## src/rtl/cstrip_pkg.sv

```systemverilog
// Shared definitions for the comment stripper: state encoding and the
// character codes the scanner reacts to.
package cstrip_pkg;

  typedef enum logic [2:0] {
    CODE      = 3'd0,
    BLK_OPEN  = 3'd1,
    BLK       = 3'd2,
    BLK_CLOSE = 3'd3,
    LINE      = 3'd4
  } state_t;

  localparam logic [7:0] SLASH = 8'h2F;
  localparam logic [7:0] STAR  = 8'h2A;
  localparam logic [7:0] SPACE = 8'h20;
  localparam logic [7:0] LF    = 8'h0A;
  localparam logic [7:0] CR    = 8'h0D;
  localparam logic [7:0] CNT_MAX = 8'hFF;

endpackage

```

## src/rtl/comment_strip_if.sv

```systemverilog
// Byte-stream bundle between a source and the comment stripper. No handshake:
// one byte flows in and one cleaned byte flows out on every clock.
interface comment_strip_if;
  import cstrip_pkg::*;

  logic [7:0] in;
  logic [7:0] out;
  logic       in_cmt;
  logic [7:0] cmt_cnt;
  state_t     dbg_state;

  modport master (output in, input out, input in_cmt, input cmt_cnt, input dbg_state);
  modport slave  (input in, output out, output in_cmt, output cmt_cnt, output dbg_state);
endinterface

```

## src/rtl/comment_strip.sv

```systemverilog
// Removes C block and line comments from a raw byte stream, replacing every
// removed byte and every CR/LF with a space; output lags input by one cycle.
module comment_strip
  import cstrip_pkg::*;
(
  input  logic            clk,
  input  logic            reset,
  comment_strip_if.slave  bus
);

  state_t     r_state;
  logic [7:0] r_prev;
  logic [7:0] r_out;
  logic       r_in_cmt;
  logic [7:0] r_cmt_cnt;

  logic       w_open_blk;
  logic       w_open_line;
  logic       w_close_blk;
  logic       w_line_end;
  logic [7:0] w_cnt_inc;

  function automatic logic [7:0] map_byte(input logic [7:0] c);
    return ((c == LF) || (c == CR)) ? SPACE : c;
  endfunction

  // r_prev is the byte being decided; bus.in is its one-byte lookahead.
  assign w_open_blk  = (r_prev == SLASH) && (bus.in == STAR);
  assign w_open_line = (r_prev == SLASH) && (bus.in == SLASH);
  assign w_close_blk = (r_prev == STAR)  && (bus.in == SLASH);
  assign w_line_end  = (r_prev == LF);
  assign w_cnt_inc   = (r_cmt_cnt == CNT_MAX) ? CNT_MAX : r_cmt_cnt + 8'd1;

  always_ff @(posedge clk) begin
    if (reset) begin
      r_state   <= CODE;
      r_prev    <= SPACE;
      r_out     <= SPACE;
      r_in_cmt  <= 1'b0;
      r_cmt_cnt <= 8'd0;
    end else begin
      r_prev   <= bus.in;
      r_out    <= SPACE;
      r_in_cmt <= 1'b1;
      case (r_state)
        CODE: begin
          if (w_open_blk) begin
            r_state <= BLK_OPEN;
          end else if (w_open_line) begin
            r_state <= LINE;
          end else begin
            r_out    <= map_byte(r_prev);
            r_in_cmt <= 1'b0;
          end
        end
        // The opener's star is consumed here so "/*/" cannot close.
        BLK_OPEN: r_state <= BLK;
        BLK: begin
          if (w_close_blk) r_state <= BLK_CLOSE;
        end
        BLK_CLOSE: begin
          r_cmt_cnt <= w_cnt_inc;
          r_state   <= CODE;
        end
        LINE: begin
          if (w_line_end) begin
            r_cmt_cnt <= w_cnt_inc;
            r_state   <= CODE;
          end
        end
        default: r_state <= CODE;
      endcase
    end
  end

  assign bus.out       = r_out;
  assign bus.in_cmt    = r_in_cmt;
  assign bus.cmt_cnt   = r_cmt_cnt;
  assign bus.dbg_state = r_state;

endmodule

```

## src/flat_wrapper.sv

```systemverilog
// flat-port wrapper written by rule: the top's interface ports become plain ports
module comment_strip_flat import cstrip_pkg::*;
  (clk, reset, bus_in, bus_out, bus_in_cmt, bus_cmt_cnt, bus_dbg_state);
  comment_strip_if bus_i ();
  input  logic clk;
  input  logic reset;
  input wire logic [$bits(bus_i.in)-1:0] bus_in;
  output wire logic [$bits(bus_i.out)-1:0] bus_out;
  output wire logic [$bits(bus_i.in_cmt)-1:0] bus_in_cmt;
  output wire logic [$bits(bus_i.cmt_cnt)-1:0] bus_cmt_cnt;
  output wire logic [$bits(bus_i.dbg_state)-1:0] bus_dbg_state;
  assign bus_i.in = bus_in;
  assign bus_out = bus_i.out;
  assign bus_in_cmt = bus_i.in_cmt;
  assign bus_cmt_cnt = bus_i.cmt_cnt;
  assign bus_dbg_state = bus_i.dbg_state;
  comment_strip u_core (.clk(clk), .reset(reset), .bus(bus_i));
endmodule
```

## config.mk

```make
export PLATFORM = sky130hd
export DESIGN_NAME = comment_strip_flat
export DESIGN_NICKNAME = d
export VERILOG_FILES = /design/src/rtl/cstrip_pkg.sv /design/src/rtl/comment_strip_if.sv /design/src/rtl/comment_strip.sv /design/src/flat_wrapper.sv
export SDC_FILE = /design/constraint.sdc
export NUM_CORES = 1
export LEC_CHECK = 0
export BUFFER_PORTS_ARGS = -buffer_cell sky130_fd_sc_hd__buf_2
export CAP_MARGIN = 20
export CORE_UTILIZATION = 50
export DETAILED_ROUTE_END_ITERATION = 7
export PLACE_DENSITY = 0.75
export SYNTH_ARGS = -nofsm -noshare
export SYNTH_HDL_FRONTEND = slang
export SYNTH_SLANG_ARGS = --single-unit
```

## constraint.sdc

```tcl
create_clock -name clk -period 2.3 [get_ports clk]
set_clock_uncertainty 0.2 [all_clocks]
set_input_delay 0.345 -clock clk [delete_from_list [all_inputs] [get_ports clk]]
set_output_delay 0.345 -clock clk [all_outputs]
set_load 0.01 [all_outputs]
```

# Word level (Yosys, flattened, before mapping)
# Cells that the tools add are included.
# word_totals
reg_bits	28
wordCells	41
# op_classes
addsub	1
n_eq_ne	14
mux	11
bitwise	1
reduce_logical	9
# op_table
op	count
$eq A8 B6 Y1 const B	4
$eq A8 B4 Y1 const B	2
$mux W8	2
$pmux W8 S2	1
$mux W3	4
$pmux W3 S4	1
$add A8 B1 Y8 const B	1
$eq A8 B8 Y1 const B	1
$eq A3 B2 Y1 const B	2
$reduce_or A5 Y1	1
$ne A2 B1 Y1 const B	2
$eq A3 B1 Y1 const B	1
$eq A3 B3 Y1 const B	1
$logic_and A1 B1 Y1	3
$logic_not A3 Y1	1
$mux W1	3
$ne A3 B1 Y1 const B	1
$reduce_and A3 Y1	1
$reduce_and A2 Y1	1
$reduce_bool A2 Y1	1
$logic_or A1 B1 Y1	1
$not A1 Y1	1

# Logic depth before layout (Yosys ltp)
# logic_depth
depth_word	5
mapped_depth	6
mapped_depth_nobuf	4

# Worst setup path before layout
# OpenSTA, ideal clock, no wires.
# synth_timing
kind	register -> register
start	register u_core.r_state[0] (netlist: u_core.bus.dbg_state[0])
end	register u_core.r_cmt_cnt[4] (netlist: u_core.bus.cmt_cnt[4])
setup_ps	88
arrival_time_ps	1608
t_required_ps	2012
setup_slack_ps	404
stages_incl_launch_ff	7
path_buffers	2
synth_period_minus_slack_ps	1896
path_cell_list	dfxtp_1 > clkbuf_1 > or3b_1 > o31ai_4 > buf_6 > a41oi_2 > a311oi_2
# synth_between
elab_chain_cells	3
word_cells_on_any_way	6
# synth_lines
element	line_no	source
start, declared	comment_strip.sv:11	state_t r_state;
start signal, assigned	comment_strip.sv:36	r_state <= CODE;
start signal, assigned	comment_strip.sv:48	r_state <= BLK_OPEN;
start signal, assigned	comment_strip.sv:50	r_state <= LINE;
$eq A3 B3 Y1 / $eq A3 B2 Y1 (equally long branches)	comment_strip.sv:45	case (r_state)
$ne A2 B1 Y1 (no source line) / $reduce_bool A2 Y1 (equally long branches)	n/a	
$reduce_and A2 Y1 (no source line)	n/a	
end signal, assigned	comment_strip.sv:62	r_cmt_cnt <= w_cnt_inc;
end signal, assigned	comment_strip.sv:67	r_cmt_cnt <= w_cnt_inc;
end, declared	comment_strip.sv:15	logic [7:0] r_cmt_cnt;
# Several ways; a longest one is shown, not always the timed one.
# A chain may end at the register's enable or synchronous reset.

# Worst setup path after layout
# layout_timing
start	register u_core.r_prev[5]
end	register u_core.r_cmt_cnt[4] (netlist: u_core.bus.cmt_cnt[4])
# layout_between
elab_chain_cells	3
# layout_lines
element	line_no	source
start, declared	comment_strip.sv:12	logic [7:0] r_prev;
start signal, assigned	comment_strip.sv:42	r_prev <= bus.in;
$eq A8 B4 Y1	comment_strip.sv:31	assign w_line_end = (r_prev == LF);
$ne A2 B1 Y1 (no source line)	n/a	
$reduce_and A2 Y1 (no source line)	n/a	
# No other way between the ends.

==> out/metrics.cfg <==
[status]
status = finished clean

[floorplanning]
core-area_um2 = 2210
rows = 17
initial_core_util_pct = 52.7
die-area_um2 = 2530
fp.dieH_um = 50.3
io_pins = 30
die_w_um = 50.3

[cts]
cts_sinks = 28
cts_setup_buffers = 0
ctsLongestPathBuffers = 2
clk_latency_ps = 330
h-tree-depth = 1
tritoncts = yes
cts_resized = 0
clockRootBuffer = clkbuf_4
cts_made_buffers = 3
clkTransAtPathRegs_ps = 150
hold_buffers = 0

[timing]
relSlewSlack_pct = 67.4
hold_viol = 0
slew_violations = 0
fmax_mhz = 475
setup_viol = 0
max_slew.worst_pin.slew_ps = 488
min_period_ps = 2100
rsz0062_at_grt = false
fin_setup_tns_ps = 0
fin_crit_sh_pct = 91.5
hold_ws_ps = 8.37

[layout]
layout_commonest_cell = buf_2
stdcell_area_um2 = 1390
layout-drive-gt1-share_pct = 28.9
final_cell_mix = buf_2, dfxtp_1, and2_1
final_cells = 170
fin_nets = 154
area_growth_pct = 19.0
diodes = 0

[synthesis]
synth_edf_count = 0
synth_ff_type = dfxtp_1
netlist_area_um2 = 1160
ys_warn_count = 0
ys_seq_area_share_pct = 48.1
synth_seq_cells = 28
yosysUniqueCellTypes = 41
synthCells = 112
async_flop_share_pct = 0
synth_fp_nets = 123
syn-mean-instance-area_um2 = 10.4

[pwr]
power.switching_w = 0.000174
p_comb_share_pct = 5.9
p_seq_share_pct = 58.1
leakagePower_nw = 0.566
switching_share_pct = 19.9
intPower_w = 0.000699
ir_drop_v = 0.000419
clkPwrFrac_pct = 36.0
power_density_nw_per_um2 = 629
total_power_w = 0.000873

[critical_path]
path_class = flip-flop to flip-flop
crit_fanout = 12
worstPathArrival_ps = 2160
start_kind = flip-flop
slowest_stage = or4_4
max_stage_delay_ps = 560
crit_chain = or4_4 -> o31ai_4 -> a41oi_2 -> a311oi_2
end_kind = flip-flop
required_ps = 2360

[routing]
wirelength_mm = 2.36
drc_errors = 0
wl_per_cell_um = 13.9
viasPerCell = 5.81
drt_iter0_drc = 40
ant_nets = 0
vias = 987
drt_pass1_iterations = 4

[global_route]
grt_pass1_vias = 916
antenna_found_initial = 0
grt_pass1_wl_mm = 3.93
globalRouteTotalUtil_pct = 20.8
globalRoute.totalOverflow = 0
grt_max_degree = 23

[job]
cap_violations = 0

[hold_path]
hold_class = input port to flip-flop

[placed_design]
dpl.hpwl_mm = 1.74
place.port_buffers = 29
place_inst = 166
dpl_cell_area_um2 = 1330
gp_congestion = 0.824

==> kinds of logic after synthesis <==
logic type               synth area share, %
buffers and inverters                   2.90
XOR/XNOR                                1.50
adder cells (fa/ha/maj)                 1.07
AND/OR/NAND/NOR                         30.0
flip-flops                              48.1
AO/OA/AOI/OAI                           16.4
==> cell type report <==
cell class	count	area (um^2)
clock buffers	3	22.5
clock inverters	1	30.0
fillers	207	826
inverters	2	7.51
multi-input cells	77	571
flip-flops and latches	28	561
well taps	28	35.0
repair buffers	31	160
==> flip-flops by register name (all words and copies together), names as in the netlist <==
signal,cells
u_core.bus.in_cmt,1
u_core.r_prev,8
u_core.bus.cmt_cnt,8
u_core.bus.dbg_state,3
u_core.bus.out,8
==> metrics by stage <==
| stage | util [%] | worst slack [ps] |
|---|---|---|
| 3_3_place_gp | 60.3 | 301 |
| 6_report | 62.7 | 196 |
| 4_1_cts | 62.7 | 210 |
| 3_5_place_dp | 60.3 | 245 |
| 5_1_grt | 62.7 | 24.3 |
| 2_1_floorplan | - | 404 |
==> worst max-delay path, delay by kind of cell (launching register included) <==
kind / cells / cell delay (ps)
AOI/OAI and AO/OA: 3 / 920
and+or+nand+nor: 1 / 560
DFF: 1 / 350
==> metal layers <==
metal  share of wire, %  GRT usage (%)  vias to the layer above  wire length (um)
li1                   -              -                      484                 -
met1                 46           26.8                      471              1090
met2                 47           32.9                       26              1100
met3                4.8           3.03                        6               114
met4                2.2           11.9                        0                51
met5                  0              0                        -                 0
==> path summary, 6_finish.rpt <==
path	cells past startpoint	startpoint	slack (ps)	endpoint
setup / recovery	4	u_core.r_prev[5]	200	u_core.bus.cmt_cnt[4]
hold / removal	2	bus_in[5]	8	u_core.r_prev[5]
setup reg to reg	4	u_core.r_prev[5]	200	u_core.bus.cmt_cnt[4]
hold reg to reg	1	u_core.r_prev[4]	300	u_core.bus.out[4]
==> power by group through the flow <==
stage	Sequential (W)	Clock (W)	Combinational [W]
CTS	0.000507	0.000323	0.0000515
floorplan	0.000519	0	0.0000276
global route	0.000509	0.000338	0.0000561
finish	0.000507	0.000314	0.0000514
detailed placement	0.000518	0	0.0000513
global placement	0.000517	0	0.0000501
==> Yosys cell counts (2+ instances only) <==
library cell	instances	area [um^2]
nor2_1	6	22.5
nand3b_1	3	22.5
a2111oi_0	2	17.5
a211oi_1	2	15.0
and2_1	10	62.6
o21ai_0	3	15.0
a31oi_1	3	18.8
inv_1	2	7.51
clkbuf_1	4	15.0
dfxtp_1	28	561
nor4_1	2	12.5
nor2b_1	7	43.8
nor3_1	4	20.0
a41oi_1	2	17.5
nand4_1	3	18.8
a311oi_1	2	17.5
and3_1	3	18.8
nand4bb_1	2	22.5
xnor2_1	2	17.5
Power figures use the tool's default switching activity.
